==> config.mk <==
export PLATFORM = sky130hd
export DESIGN_NAME = phase_step_monitor
export DESIGN_NICKNAME = d
export VERILOG_FILES = /design/src/rtl/phase_step_monitor.sv
export SDC_FILE = /design/constraint.sdc
export NUM_CORES = 1
export LEC_CHECK = 0
export CAP_MARGIN = 25
export CORE_UTILIZATION = 35
export CTS_CLUSTER_DIAMETER = 30
export DETAILED_ROUTE_END_ITERATION = 10
export SYNTH_ARGS = -nofsm -noshare
export SYNTH_HDL_FRONTEND = slang
export SYNTH_SLANG_ARGS = --single-unit
==> constraint.sdc <==
create_clock -name CLK -period 4.75 [get_ports CLK]
set_input_delay 0.7125 -clock CLK [delete_from_list [all_inputs] [get_ports CLK]]
set_output_delay 0.7125 -clock CLK [all_outputs]
set_load 0.02 [all_outputs]
==> src/rtl/phase_step_monitor.sv <==
// Stepper coil phase monitor: deglitches H-bridge leg drives into a signed
// full-step position with skip/short detection, and measures VREF PWM duty.
module phase_step_monitor #(
   parameter int unsigned GLITCH_CYCLES = 4,
   parameter int unsigned PWM_WINDOW    = 256,
   parameter int unsigned COUNT_W       = 32,
   localparam int unsigned DUTY_W       = $clog2(PWM_WINDOW) + 1
) (
   input  logic               CLK,
   input  logic               resetn_in,
   input  logic               PHASE_A1,
   input  logic               PHASE_A2,
   input  logic               PHASE_B1,
   input  logic               PHASE_B2,
   input  logic               VREF_A,
   input  logic               VREF_B,
   input  logic               clr_flags,
   output logic [COUNT_W-1:0] step_count,
   output logic               step_pulse,
   output logic               dir,
   output logic               skip_err,
   output logic               fault,
   output logic [DUTY_W-1:0]  duty_a,
   output logic [DUTY_W-1:0]  duty_b,
   output logic               duty_valid
);

   localparam int unsigned WIN_W = $clog2(PWM_WINDOW);
   localparam int unsigned RUN_W = 4;

   typedef enum logic [1:0] {C_OFF = 2'b00, C_NEG = 2'b01, C_POS = 2'b10, C_SHORT = 2'b11} coil_t;
   typedef enum logic {INIT, TRACK} state_t;

   logic [5:0]       sync1, sync2;
   logic [3:0]       code, cand, acc_code;
   logic [RUN_W-1:0] run_cnt, run_nxt;
   logic             accept, acc_new;

   always_ff @(posedge CLK or negedge resetn_in) begin
      if (!resetn_in) begin
         sync1 <= '0;
         sync2 <= '0;
      end else begin
         sync1 <= {PHASE_A1, PHASE_A2, PHASE_B1, PHASE_B2, VREF_A, VREF_B};
         sync2 <= sync1;
      end
   end

   // run_nxt counts consecutive clocks (including this one) that code has held
   assign code = sync2[5:2];

   always_comb begin
      if (code == cand)
         run_nxt = (run_cnt == RUN_W'(GLITCH_CYCLES)) ? run_cnt : run_cnt + RUN_W'(1);
      else
         run_nxt = RUN_W'(1);
      accept = (run_nxt == RUN_W'(GLITCH_CYCLES)) && (code != acc_code);
   end

   always_ff @(posedge CLK or negedge resetn_in) begin
      if (!resetn_in) begin
         cand     <= '0;
         run_cnt  <= '0;
         acc_code <= '0;
         acc_new  <= 1'b0;
      end else begin
         cand    <= code;
         run_cnt <= run_nxt;
         acc_new <= accept;
         if (accept) acc_code <= code;
      end
   end

   coil_t        coil_a, coil_b;
   logic         has_q;
   logic [1:0]   q, d;
   state_t       state, state_nxt;
   logic [1:0]   quad, quad_nxt;
   logic [COUNT_W-1:0] count_nxt;
   logic         dir_nxt, pulse_nxt, skip_set, fault_set, skip_nxt, fault_nxt;

   assign coil_a = coil_t'(acc_code[3:2]);
   assign coil_b = coil_t'(acc_code[1:0]);

   always_comb begin
      has_q = 1'b1;
      q     = 2'd0;
      case ({coil_a, coil_b})
         {C_POS, C_POS}: q = 2'd0;
         {C_NEG, C_POS}: q = 2'd1;
         {C_NEG, C_NEG}: q = 2'd2;
         {C_POS, C_NEG}: q = 2'd3;
         default:        has_q = 1'b0;
      endcase
   end

   always_comb begin
      state_nxt = state;
      quad_nxt  = quad;
      count_nxt = step_count;
      dir_nxt   = dir;
      pulse_nxt = 1'b0;
      skip_set  = 1'b0;
      fault_set = acc_new && (coil_a == C_SHORT || coil_b == C_SHORT);
      d         = q - quad;
      if (acc_new && has_q) begin
         quad_nxt = q;
         case (state)
            INIT: state_nxt = TRACK;
            TRACK: begin
               case (d)
                  2'd1: begin
                     count_nxt = step_count + COUNT_W'(1);
                     dir_nxt   = 1'b1;
                     pulse_nxt = 1'b1;
                  end
                  2'd3: begin
                     count_nxt = step_count - COUNT_W'(1);
                     dir_nxt   = 1'b0;
                     pulse_nxt = 1'b1;
                  end
                  2'd2:    skip_set = 1'b1;
                  default: ;
               endcase
            end
            default: state_nxt = INIT;
         endcase
      end
      // a flag set in the same clock as clr_flags survives the clear
      skip_nxt  = skip_set  | (skip_err & ~clr_flags);
      fault_nxt = fault_set | (fault & ~clr_flags);
   end

   always_ff @(posedge CLK or negedge resetn_in) begin
      if (!resetn_in) begin
         state      <= INIT;
         quad       <= '0;
         step_count <= '0;
         dir        <= 1'b0;
         step_pulse <= 1'b0;
         skip_err   <= 1'b0;
         fault      <= 1'b0;
      end else begin
         state      <= state_nxt;
         quad       <= quad_nxt;
         step_count <= count_nxt;
         dir        <= dir_nxt;
         step_pulse <= pulse_nxt;
         skip_err   <= skip_nxt;
         fault      <= fault_nxt;
      end
   end

   logic [WIN_W-1:0]  win_cnt;
   logic [DUTY_W-1:0] hi_a, hi_b, sum_a, sum_b;
   logic              win_end;

   assign sum_a   = hi_a + DUTY_W'(sync2[1]);
   assign sum_b   = hi_b + DUTY_W'(sync2[0]);
   assign win_end = (win_cnt == WIN_W'(PWM_WINDOW - 1));

   always_ff @(posedge CLK or negedge resetn_in) begin
      if (!resetn_in) begin
         win_cnt    <= '0;
         hi_a       <= '0;
         hi_b       <= '0;
         duty_a     <= '0;
         duty_b     <= '0;
         duty_valid <= 1'b0;
      end else begin
         win_cnt    <= win_cnt + WIN_W'(1);
         duty_valid <= win_end;
         if (win_end) begin
            duty_a <= sum_a;
            duty_b <= sum_b;
            hi_a   <= '0;
            hi_b   <= '0;
         end else begin
            hi_a <= sum_a;
            hi_b <= sum_b;
         end
      end
   end

endmodule

==> flow_summary.yaml <==
yosys:
  synth_edf_count: 0
  synth_nets: 582
  synth.avg_cell_area_um2: 9.66
  synth_area_mm2: 0.00545
  synth.distinct_cells: 51
  synth_flop_cell: "dfrtp_1"
  ys_seq_elements: 109
  async_reset_ff_frac: 1.00
  synthTopCellsByArea: "dfrtp_1 50%, xor2_1 5.3%, xnor2_1 5.0%, nor2_1 4.9%, nand3_1 3.2%"
  postSynthCellCount: 564
  synth_top_area_frac: 0.501
  synth_warnings: 0
  seq_area_frac_synth: 0.501
  synth_top_area_cell: "dfrtp_1"
clocking:
  cts-root-buf: "clkbuf_16"
  clkSlewWorstSetupHoldPaths_ns: 0.07
  clockBufferDepth: 2
  cts_tree: "done"
  clkLatencyLatePin_ns: 0.36
  cts_made_buffers: 9
  cts_sinks: 109
  cts_max_level: 3
  hold_buffers: 0
power:
  power_mw: 2.05
  leakage_nw: 2.92
  irDropWorstVdd_v: 0.000174
  power.density_mw_per_mm2: 314
sta:
  min_period_ns: 4.30
  worst_pin_slew_ns: 0.840
  setup_tns_ns: 0
  fin_worst_skew_ns: 0.00991
  fmax_ghz: 0.232
  min_period_over_period: 0.906
  setup_viol: 0
  slew_headroom: 0.438
  maxSlewViolCount: 0
  finalHoldViolations: 0
  rsz0062_at_grt: "no"
critical_path:
  timing.critical_path.from: "acc_code[0]$_DFFE_PN0P_"
  rr_startpoint: "acc_code[0]$_DFFE_PN0P_"
  worstSetupStartpointType: "flop"
  cp-end-kind: "flop"
  critical_path_class: "flop to flop"
  crit_fanout: 12
  crit_arrival_ns: 4.53
  critical_path_required_ns: 4.98
placed_design:
  globalplace.congestion: 0.847
  io_buffers: 63
  dp_cells: 781
  hpwlAfterDp_um: 8280
finish:
  final_cells: 798
  drive_gt1_frac: 0.0623
  n_fill_cell: 1473
  final_util: 0.430
  areaGrowthSynthToFinish_pct: 20.1
  nets: 623
  diodes: 0
floorplan:
  die_y_um: 127
  coreArea_mm2: 0.0152
  start_util: 0.358
  die_area_mm2: 0.0161
  rows: 45
  die_x_um: 127
  io_pins: 64
global_route:
  gr-total-overflow: 0
  grt_pass1_vias: 4142
  antenna_found_initial: 0
  grt.total_usage: 0.162
  grt_max_degree: 79
  grt_first_pass_wirelength_um: 20600
routing:
  remaining_drc_errors: 0
  drt-total-wl_um: 12200
  dr.pass1.iters: 4
  ant_nets: 0
  vias: 4240
  viasPerCell: 5.31
  wl_per_cell_um: 15.2
  drtIter0Drc: 305
status:
  status: "finished clean"
run:
  maxCapViolCount: 0
hold_path:
  hold_path.class: "input port to async pin"
==> critical path, cell delays in order (launching register included) <==
cell      delay, ns
dfrtp_1        0.54
nor2b_2        0.33
a22oi_1        0.13
ha_1           0.23
xnor2_1        0.26
nand4b_1       0.18
and2_1         0.24
xnor2_1        0.15
ha_1           0.27
nand3_1        0.13
nor2_1         0.25
nand4_1        0.16
or4_1          0.61
nor4_1         0.36
o21ai_1        0.15
xnor2_1        0.17
==> layer usage <==
metal,global-route usage,wire length [µm],share of wire,vias up
met4,0.0560,133,0.011,0
met3,0.0493,671,0.055,15
met5,0,0,0,-
met1,0.208,5680,0.47,2050
li1,-,-,-,2058
met2,0.262,5670,0.47,117
==> worst paths after layout <==
check,end,slack [ns],cells past startpoint
min reg2reg,sync2[4]$_DFF_PN0_,0.35,0
max in group asynchronous,step_count[24]$_DFFE_PN0P_,3.42,3
min in group CLK,sync2[4]$_DFF_PN0_,0.35,0
max,step_count[26]$_DFFE_PN0P_,0.45,15
min,duty_a[3]$_DFFE_PN0P_,0.26,1
max reg2reg,step_count[26]$_DFFE_PN0P_,0.45,15
==> state kept, by name (all words and copies together) (netlist names), 2 cells and up <==
| signal | cells |
|---|---|
| win_cnt | 8 |
| hi_b | 9 |
| duty_a | 9 |
| duty_b | 9 |
| sync2 | 6 |
| hi_a | 9 |
| run_cnt | 4 |
| quad | 2 |
| cand | 4 |
| acc_code | 4 |
| sync1 | 6 |
| step_count | 32 |
==> cell usage after synthesis (8+ instances only) <==
cell type,instances
and3_1,13
clkbuf_1,24
inv_1,11
nor2_1,71
ha_1,9
o21ai_0,14
nor4_1,10
nand4_1,24
mux2_2,8
a21oi_1,26
xor2_1,33
xnor2_1,31
nand2_1,40
nor3_1,17
dfrtp_1,109
nand3_1,35
nor2b_1,9
buf_2,9
==> final cells by class <==
| class | count | area, µm² | area share |
|---|---|---|---|
| sequential | 109 | 2730 | 0.417 |
| multi-input combinational | 406 | 2520 | 0.385 |
| timing repair buffer | 68 | 686 | 0.105 |
| clock buffer | 12 | 256 | 0.0392 |
| tap | 188 | 235 | 0.0359 |
| clock inverter | 4 | 77.6 | 0.0119 |
| inverter | 11 | 41.3 | 0.00631 |
==> layout by cell type (no fill, tap or decap), types with 3 or more instances in the layout <==
cell type	synthesis	final
or3_1	3	3
clkbuf_16	0	9
mux2_2	8	8
nor2_1	71	71
nand4_1	24	24
inv_1	11	11
a41oi_1	3	3
nand2b_1	5	5
xnor2_1	31	31
nor3_1	17	17
and2_1	4	4
nand3_1	35	35
xor2_1	33	33
nand2_1	40	40
nor4_1	10	10
buf_4	0	5
a21oi_1	26	26
mux2i_1	4	4
dfrtp_1	109	109
o211ai_1	3	3
a22oi_1	3	3
ha_1	9	9
a31oi_1	3	3
o22ai_1	3	3
clkdlybuf4s50_1	0	62
nor2b_1	9	8
and3_1	13	13
or4_1	7	7
nor4b_1	3	3
o21ai_0	14	14
==> kinds of logic after synthesis <==
kind of cell | count (synthesis) | share of synthesized area
xor gates and xnor gates | 64 | 0.103
AOI/OAI and AO/OA | 72 | 0.0852
and+or+nand+nor | 249 | 0.229
adders and majority gates | 9 | 0.0207
muxes | 12 | 0.0239
buffers and inverters | 49 | 0.0372
DFF | 109 | 0.501
==> metrics by stage <==
step	setup slack (ns)	hold WS, ns	instance area, µm²
5_1_grt	0.115	0.265	6540
3_3_place_gp	0.648	0.335	6180
6_report	0.448	0.261	6540
4_1_cts	0.430	0.350	6510
3_5_place_dp	0.471	0.335	6180
2_1_floorplan	0.575	0.331	5450
==> timing repair <==
item | in CTS | in global routing
buffers inserted | 0 | 0
endpoints found under the hold margin | 0 | 0
resized for setup | 0 | 1
endpoints found under the setup margin | 0 | 1
==> report_power, final <==
group / switching (mW) / leakage, nW / internal [mW] / total, mW
Combinational: 0.101 / 1.31 / 0.0779 / 0.179
Sequential: 0.0511 / 1.44 / 0.992 / 1.04
Clock: 0.338 / 0.163 / 0.494 / 0.832
No activity file was read; power rests on OpenSTA's default activity.
